### src/rtl/music_pkg.sv
// Shared definitions for the KeyTunePlayer playback address sequencer:
// state encoding, field widths and the note RAM word layout.
package music_pkg;

  localparam int NOTE_W = 5;
  localparam int BEAT_W = 3;
  localparam int ADDR_W = 12;
  localparam int RAM_W  = 8;

  // RAM word: [7:3] note code, [2:0] beats-1
  localparam int NOTE_MSB = 7;
  localparam int NOTE_LSB = 3;
  localparam int BEAT_MSB = 2;
  localparam int BEAT_LSB = 0;

  typedef enum logic [2:0] {
    S_IDLE  = 3'd0,
    S_FETCH = 3'd1,
    S_WAIT  = 3'd2,
    S_HOLD  = 3'd3,
    S_SEEK  = 3'd4,
    S_DONE  = 3'd5
  } state_e;

endpackage

### src/rtl/beat_tick_gen.sv
// Beat timebase: counts enabled sys_clk cycles and emits a one-cycle tick
// every BEAT_CYCLES enabled cycles. Dropping en freezes the count in place.
module beat_tick_gen #(
  parameter int BEAT_CYCLES = 25_000_000
) (
  input  logic sys_clk,
  input  logic sys_rst_n,
  input  logic clr,
  input  logic en,
  output logic tick
);

  localparam int CNT_W = (BEAT_CYCLES > 1) ? $clog2(BEAT_CYCLES) : 1;
  localparam logic [CNT_W-1:0] LAST = CNT_W'(BEAT_CYCLES - 1);

  logic [CNT_W-1:0] cnt_q;
  logic [CNT_W-1:0] cnt_d;

  assign tick = en && (cnt_q == LAST);

  // Next count: clear, hold while disabled, wrap after the tick.
  always_comb begin
    cnt_d = cnt_q;
    if (clr) begin
      cnt_d = '0;
    end else if (en) begin
      cnt_d = (cnt_q == LAST) ? '0 : cnt_q + 1'b1;
    end
  end

  // Counter register.
  always_ff @(posedge sys_clk or negedge sys_rst_n) begin
    if (!sys_rst_n) begin
      cnt_q <= '0;
    end else begin
      cnt_q <= cnt_d;
    end
  end

endmodule

### src/rtl/music_addr_seq.sv
// Playback address sequencer: walks the note RAM, holds each note for its
// beat count, supports pause/stop/restart. Define MUSIC_SEEK_EN to build the
// seek path (seek_pos -> RAM address via a 13-bit repeated-add accumulator).
module music_addr_seq
  import music_pkg::*;
#(
  parameter int BEAT_CYCLES = 25_000_000
) (
  input  logic              sys_clk,
  input  logic              sys_rst_n,
  input  logic              start,
  input  logic              pause,
  input  logic              stop,
  input  logic [4:0]        seek_pos,
  input  logic              seek,
  input  logic [ADDR_W-1:0] song_len,
  input  logic [RAM_W-1:0]  ram_data,
  output logic [ADDR_W-1:0] ram_addr_out,
  output logic              ram_rd_en,
  output logic [ADDR_W-1:0] music_len,
  output logic [NOTE_W-1:0] note_out,
  output logic              playing,
  output logic              paused,
  output logic              done
);

  state_e              state_q, state_d;
  logic [ADDR_W-1:0]   addr_q, addr_d;
  logic [ADDR_W-1:0]   len_q, len_d;
  logic [NOTE_W-1:0]   note_q, note_d;
  logic [BEAT_W-1:0]   beats_q, beats_d;
  logic                paused_q, paused_d;
  logic                playing_q, playing_d;
  logic                seek_go;
  logic                tick;

`ifdef MUSIC_SEEK_EN
  logic [ADDR_W:0]     acc_q, acc_d;
  logic [4:0]          n_q, n_d;
`else
  logic                unused_seek;
  assign unused_seek = ^{seek, seek_pos};
`endif

  beat_tick_gen #(
    .BEAT_CYCLES (BEAT_CYCLES)
  ) u_tick (
    .sys_clk   (sys_clk),
    .sys_rst_n (sys_rst_n),
    .clr       (state_q == S_WAIT),
    .en        ((state_q == S_HOLD) && !paused_q),
    .tick      (tick)
  );

  assign ram_addr_out = addr_q;
  assign music_len    = len_q;
  assign ram_rd_en    = (state_q == S_FETCH);
  assign done         = (state_q == S_DONE);
  assign playing      = playing_q;
  assign paused       = paused_q;
  // Internal note survives a pause; only the port is silenced.
  assign note_out     = paused_q ? '0 : note_q;

  // Next-state decode; pulse priority is stop > seek > start > pause.
  always_comb begin
    state_d   = state_q;
    addr_d    = addr_q;
    len_d     = len_q;
    note_d    = note_q;
    beats_d   = beats_q;
    paused_d  = paused_q;
    playing_d = playing_q;
    seek_go   = 1'b0;
`ifdef MUSIC_SEEK_EN
    acc_d     = acc_q;
    n_d       = n_q;
    seek_go   = seek && !((state_q == S_IDLE) && (len_q == '0));
`endif
    if (stop) begin
      state_d   = S_IDLE;
      addr_d    = '0;
      note_d    = '0;
      paused_d  = 1'b0;
      playing_d = 1'b0;
    end else if (seek_go) begin
`ifdef MUSIC_SEEK_EN
      state_d = S_SEEK;
      acc_d   = '0;
      n_d     = seek_pos;
`endif
    end else if (start) begin
      len_d    = song_len;
      addr_d   = '0;
      paused_d = 1'b0;
      if (song_len == '0) begin
        state_d   = S_DONE;
        note_d    = '0;
        playing_d = 1'b0;
      end else begin
        state_d   = S_FETCH;
        playing_d = 1'b1;
      end
    end else begin
      case (state_q)
        S_IDLE: ;
        S_FETCH: state_d = S_WAIT;
        S_WAIT: begin
          note_d  = ram_data[NOTE_MSB:NOTE_LSB];
          beats_d = ram_data[BEAT_MSB:BEAT_LSB];
          state_d = S_HOLD;
        end
        S_HOLD: begin
          // A pause pulse landing on the beat-boundary tick is dropped.
          if (tick) begin
            if (beats_q != '0) begin
              beats_d = beats_q - 1'b1;
            end else if (addr_q == len_q - 1'b1) begin
              state_d   = S_DONE;
              note_d    = '0;
              playing_d = 1'b0;
            end else begin
              addr_d  = addr_q + 1'b1;
              state_d = S_FETCH;
            end
          end else if (pause) begin
            paused_d = ~paused_q;
          end
        end
        S_SEEK: begin
`ifdef MUSIC_SEEK_EN
          if (n_q == '0) begin
            addr_d    = (acc_q > ({1'b0, len_q} - 1'b1)) ? len_q - 1'b1 : acc_q[ADDR_W-1:0];
            paused_d  = 1'b0;
            playing_d = 1'b1;
            state_d   = S_FETCH;
          end else begin
            acc_d = acc_q + {5'd0, len_q[ADDR_W-1:4]};
            n_d   = n_q - 1'b1;
          end
`else
          state_d = S_IDLE;
`endif
        end
        S_DONE: state_d = S_IDLE;
        default: state_d = S_IDLE;
      endcase
    end
  end

  // State and datapath registers.
  always_ff @(posedge sys_clk or negedge sys_rst_n) begin
    if (!sys_rst_n) begin
      state_q   <= S_IDLE;
      addr_q    <= '0;
      len_q     <= '0;
      note_q    <= '0;
      beats_q   <= '0;
      paused_q  <= 1'b0;
      playing_q <= 1'b0;
`ifdef MUSIC_SEEK_EN
      acc_q     <= '0;
      n_q       <= '0;
`endif
    end else begin
      state_q   <= state_d;
      addr_q    <= addr_d;
      len_q     <= len_d;
      note_q    <= note_d;
      beats_q   <= beats_d;
      paused_q  <= paused_d;
      playing_q <= playing_d;
`ifdef MUSIC_SEEK_EN
      acc_q     <= acc_d;
      n_q       <= n_d;
`endif
    end
  end

endmodule

### config.mk
export PLATFORM = sky130hd
export DESIGN_NAME = music_addr_seq
export DESIGN_NICKNAME = d
export VERILOG_FILES = /design/src/rtl/music_pkg.sv /design/src/rtl/beat_tick_gen.sv /design/src/rtl/music_addr_seq.sv
export SDC_FILE = /design/constraint.sdc
export NUM_CORES = 1
export LEC_CHECK = 0
export ABC_AREA = 1
export BUFFER_PORTS_ARGS = -buffer_cell sky130_fd_sc_hd__buf_2
export CAP_MARGIN = 20
export CELL_PAD_IN_SITES_DETAIL_PLACEMENT = 1
export CELL_PAD_IN_SITES_GLOBAL_PLACEMENT = 2
export CORE_MARGIN = 2
export CORE_UTILIZATION = 34
export CTS_CLUSTER_DIAMETER = 150
export DETAILED_ROUTE_END_ITERATION = 10
export GPL_TIMING_DRIVEN = 1
export HOLD_SLACK_MARGIN = 0.12
export PLACE_DENSITY_LB_ADDON = 0.05
export SLEW_MARGIN = 5
export SYNTH_ARGS = -nofsm -noshare
export SYNTH_HDL_FRONTEND = slang
export SYNTH_SLANG_ARGS = --single-unit
### constraint.sdc
create_clock -name sys_clk -period 3.8 [get_ports sys_clk]
set_input_delay 0.57 -clock sys_clk [delete_from_list [all_inputs] [get_ports sys_clk]]
set_output_delay 0.57 -clock sys_clk [all_outputs]
set_load 0.01 [all_outputs]
# ---- Word level (Yosys, flattened, before mapping)
# Index checks and enable logic that the tools add are counted.
dict set report word_totals {
  out_inout_bits 33
  reg_bits 62
}
dict set report op_classes {
  n_mux 39
  eq_ne 16
  n_reduce_logical 20
  add_sub_neg 4
  bitwise_logic 3
}
# op n
set op_table {}
lappend op_table {{$mux 25} 3}
lappend op_table {{$mux 12} 6}
lappend op_table {{$mux 5} 7}
lappend op_table {{$add 25x1->25 const B} 1}
lappend op_table {{$eq 25x25->1 const B} 1}
lappend op_table {{$mux 3} 8}
lappend op_table {{$reduce_bool 3->1} 5}
lappend op_table {{$add 12x1->12 const B} 1}
lappend op_table {{$eq 12x12->1} 1}
lappend op_table {{$logic_not 12->1} 1}
lappend op_table {{$mux 1} 12}
lappend op_table {{$ne 3x3->1 const B} 4}
lappend op_table {{$pmux 3 s4} 1}
lappend op_table {{$sub 12x1->12 const B} 1}
lappend op_table {{$pmux 5 s2} 1}
lappend op_table {{$reduce_and 5->1} 2}
lappend op_table {{$ne 4x4->1 const B} 2}
lappend op_table {{$reduce_and 4->1} 2}
lappend op_table {{$eq 3x2->1 const B} 2}
lappend op_table {{$pmux 3 s2} 1}
lappend op_table {{$reduce_and 3->1} 2}
lappend op_table {{$ne 4x3->1 const B} 1}
lappend op_table {{$reduce_bool 2->1} 2}
lappend op_table {{$reduce_bool 4->1} 1}
lappend op_table {{other kinds (11)} 14}

# ---- Depth between registers and ports, before layout
dict set report depth {
  depth_word 8
  depth_mapped 15
}

# ---- Hierarchy
# A second synthesis with hierarchy kept.
dict set report hier_totals {
  hier_cells 600
  area_unflattened_um2 4101.4
}
# mod n_inst cells_per_inst area_each_um2 seq_area_each_um2
set modules_own_cells {}
lappend modules_own_cells {music_addr_seq 1 365 2502.4 925.9}
lappend modules_own_cells {beat_tick_gen 1 235 1599.0 625.6}

# ---- Least setup slack after synthesis
# No wires, ideal clock.
dict set report synth_path {
  path_type {register to register}
  start {register len_q[0] (netlist: music_len[0])}
  end {register note_q[0]}
  stages_incl_launch_ff 15
  synth_period_minus_slack_ns 1.896
  slack_ns 1.904
  arrival_time_ns 1.780
  path_cell_list {dfrtp_1 > inv_1 > ha_1 > nand2_1 > nand2_1 > nand2_1 > nand2_1 > a21oi_1 > nand2_1 > nor2_1 > nand3_1 > nand3_2 > nand2_2 > nand2_1 > nand2_1}
}
dict set report synth_between {
  elab_chain_len 4
}
# item line
set synth_lines {}
lappend synth_lines {{start, declared} music_addr_seq.sv:29} ;# logic [ADDR_W-1:0] len_q, len_d;
lappend synth_lines {{start signal, assigned} music_addr_seq.sv:167} ;# len_q <= len_d;
lappend synth_lines {{$sub 12x1->12} music_addr_seq.sv:117} ;# end else if (addr_q == len_q - 1'b1) begin
lappend synth_lines {{$eq 12x12->1} music_addr_seq.sv:117}
lappend synth_lines {{$ne 4x3->1 (no line)} --}
lappend synth_lines {{$reduce_and 5->1 (no line)} --}
lappend synth_lines {{end signal, assigned} music_addr_seq.sv:168} ;# note_q <= note_d;
lappend synth_lines {{end, declared} music_addr_seq.sv:30} ;# logic [NOTE_W-1:0] note_q, note_d;
# Every way passes these cells.
# A chain may end at the register's enable or synchronous reset.

# ---- Final worst setup path
dict set report layout_path {
  start {register len_q[0] (netlist: music_len[0])}
  end {register addr_q[6] (netlist: ram_addr_out[6])}
}
dict set report layout_between {
  elab_chain_len 4
}
# item line
set layout_lines {}
lappend layout_lines {{$sub 12x1->12} music_addr_seq.sv:117}
lappend layout_lines {{$eq 12x12->1} music_addr_seq.sv:117}
lappend layout_lines {{$ne 3x3->1 (no line)} --}
lappend layout_lines {{$reduce_and 4->1 (no line)} --}
lappend layout_lines {{end signal, assigned} music_addr_seq.sv:166} ;# addr_q <= addr_d;
lappend layout_lines {{end, declared} music_addr_seq.sv:28} ;# logic [ADDR_W-1:0] addr_q, addr_d;
# Every way passes these cells.

==> results.json <==
{
  "outcome": "complete, no violations",
  "cts_inserted_buffers": 9,
  "synth.area.top_cells": "dfrtp_1 37%, nand2_1 12%, nand3_1 7.2%",
  "synth_cells": 594,
  "hold_buffers": 0,
  "port_buffers": 57,
  "fmax_mhz": 404,
  "clk_pin_slew_ps": 60,
  "nets": 688,
  "cp-end-kind": "flip-flop",
  "root_buffer": "clkbuf_16",
  "critPathBufInv": 1,
  "core_um2": 12000,
  "tritoncts": "yes",
  "post_cts_resized": 0,
  "grt_pass1_vias": 4278,
  "synth_top_area_share": 0.374,
  "num-fill-cells": 1546,
  "layout-drive-gt1-share": 0.163,
  "ios": 64,
  "critical_path_class": "flip-flop to flip-flop",
  "die-area_um2": 13100,
  "setup_tns_ps": 0,
  "place_inst": 788,
  "cts_buffer_depth": 2,
  "cts_setup_buffers": 0,
  "viasPerCell": 5.14,
  "finalSetupViolations": 0,
  "fin_hold_ws_ps": 264,
  "skew_ps": 8.29,
  "tightest_slew_ps": 661,
  "wl_mm": 12.9,
  "grt_pass1_wl_mm": 21.3,
  "antenna_found_initial": 0,
  "syn2layout_area_growth_pct": 16.7,
  "syn_area_um2": 4150,
  "max_cap_violations": 0,
  "min_period_over_period": 0.651,
  "cp_data_required_time_ps": 4030,
  "finalMaxSlewViolations": 0,
  "p_leak_nw": 2.44,
  "slowest_delay_ps": 460,
  "start_util": 0.347,
  "min_period_ps": 2480,
  "finalHoldViolCount": 0,
  "syn_avg_cell_area_um2": 6.99,
  "grt_max_degree": 38,
  "synth.distinct_cells": 41,
  "drt-initial-drc-count": 132,
  "cp_max_fo": 11,
  "p_per_area_nw_per_um2": 366,
  "avgRoutedWirePerCell_um": 16.1,
  "vdd.ir_drop.worst_mv": 0.131,
  "detail-route-antenna-nets": 0,
  "syn-num-nets": 630,
  "die_w_um": 114,
  "relSlewSlack": 0.559,
  "synth-seq-area-share": 0.374,
  "row_count": 40,
  "critPathTopFamily": "simple AND/OR/NAND/NOR gates",
  "dr_total_vias": 4130,
  "crit_path_cell_trace": "inv_1, ha_1, nand2_1, nand2_1, nand2_1, nand2_1, a21oi_1, nand2_1, nor2_1, nand4_1, nand3_1, nand2_1",
  "grt_setup_unrepaired": "no",
  "die_y_um": 114,
  "grtUsageTotal": 0.209,
  "firstDrtPassIters": 4,
  "critPathSlowestCell": "nand4_1",
  "hp-class": "input pin to async pin",
  "cts_sinks": 62,
  "dp_hpwl_mm": 9.99,
  "gp_congestion": 0.825,
  "diodes": 0,
  "critPathLaunchType": "flip-flop",
  "final_cell_count_no_fill": 803,
  "insertion_delay_ps": 340,
  "grt_overflow": 0,
  "cpMostUsedCell": "nand2_1",
  "ys_seq_elements": 62,
  "htree_levels": 3,
  "ys_warn_count": 0,
  "synth_top_area_cell": "dfrtp_1",
  "drc": 0,
  "cp_data_arrival_time_ps": 2700
}
-- kinds of logic (layout without fill, tap and decap cells) --
logic type,Yosys count,count (layout),share of synthesized area
and+or+nand+nor,334,334,0.376
buffers and inverters,101,163,0.0971
AOI/OAI and AO/OA,75,75,0.103
DFF,62,62,0.374
xor gates and xnor gates,17,17,0.0359
adders and majority gates,5,5,0.0151
-- report_power, final --
part           total (mW)  internal, mW  switching (mW)
combinational       0.266        0.0924           0.173
sequential          0.740         0.697          0.0429
clock               0.768         0.473           0.295
total                1.77          1.26           0.512
-- routing by layer --
metal / routed length, um / vias to the layer above / global-route usage
li1: - / 2062 / -
met1: 6650 / 2003 / 0.291
met2: 5790 / 52 / 0.332
met3: 292 / 13 / 0.0281
met4: 201 / 0 / 0.0756
met5: 0 / - / 0
-- metrics by stage --
stage,power (mW),utilization,worst slack [ps],area [um2]
2_1_floorplan,0.912,-,1900,4150
3_3_place_gp,1.01,0.382,1320,4570
3_5_place_dp,1.02,0.382,1260,4570
4_1_cts,1.80,0.405,1260,4840
5_1_grt,1.87,0.405,983,4840
6_report,1.77,0.405,1320,4840
-- cells in the mapped netlist, drive strengths merged --
cell type,count
a211oi,1
a21o,1
a21oi,20
a22o,1
a2bb2oi,1
a31o,1
a31oi,3
buf,8
clkbuf,6
clkinv,2
dfrtp,62
ha,5
inv,85
nand2,144
nand3,61
nand3b,3
nand4,23
nor2,72
nor3,23
nor4,7
o211ai,2
o21a,3
o21ai,40
o22ai,2
or2,1
xnor2,6
xor2,11
-- placed cells by master, fill, tap and decap left out, types with 4 or more instances in the layout --
cell type,instances
clkbuf_16,9
nor2_1,60
nor2_2,8
nand2_2,6
buf_2,57
xnor2_1,6
nor3_1,22
ha_1,5
a21oi_1,18
xor2_1,11
buf_4,4
dfrtp_1,62
nor4_1,6
nand2_1,136
o21ai_0,37
inv_1,79
nand4_1,23
nand3_1,60
inv_2,6
-- sequential cells by signal, summed over array words and instances (netlist names) --
name          count
u_tick.cnt_q     25
note_q            5
playing           1
state_q           3
ram_addr_out     12
beats_q           3
music_len        12
paused            1
-- path summary, 6_finish.rpt --
check | from | endpoint | slack [ps] | cells past startpoint
setup / recovery | music_len[0]$_DFFE_PN0P_ | ram_addr_out[6]$_DFFE_PN0P_ | 1320 | 12
setup reg to reg | music_len[0]$_DFFE_PN0P_ | ram_addr_out[6]$_DFFE_PN0P_ | 1320 | 12
hold / removal | sys_rst_n | music_len[2]$_DFFE_PN0P_ | 260 | 1
max in group asynchronous | sys_rst_n | state_q[2]$_DFFE_PN0P_ | 2590 | 2
min in group sys_clk | song_len[7] | music_len[7]$_DFFE_PN0P_ | 460 | 3
hold reg to reg | note_q[3]$_DFFE_PN0P_ | note_q[3]$_DFFE_PN0P_ | 470 | 2
-- layout make-up --
class	count	area, um2	area share
Inverter	87	328	0.0677
Tap cell	147	184	0.0380
Clock inverter	1	5.00	0.00103
Sequential cell	62	1550	0.320
Multi-Input combinational cell	431	2200	0.453
Timing Repair Buffer	61	315	0.0651
Clock buffer	14	264	0.0545
(Power assumes the default switching activity.)
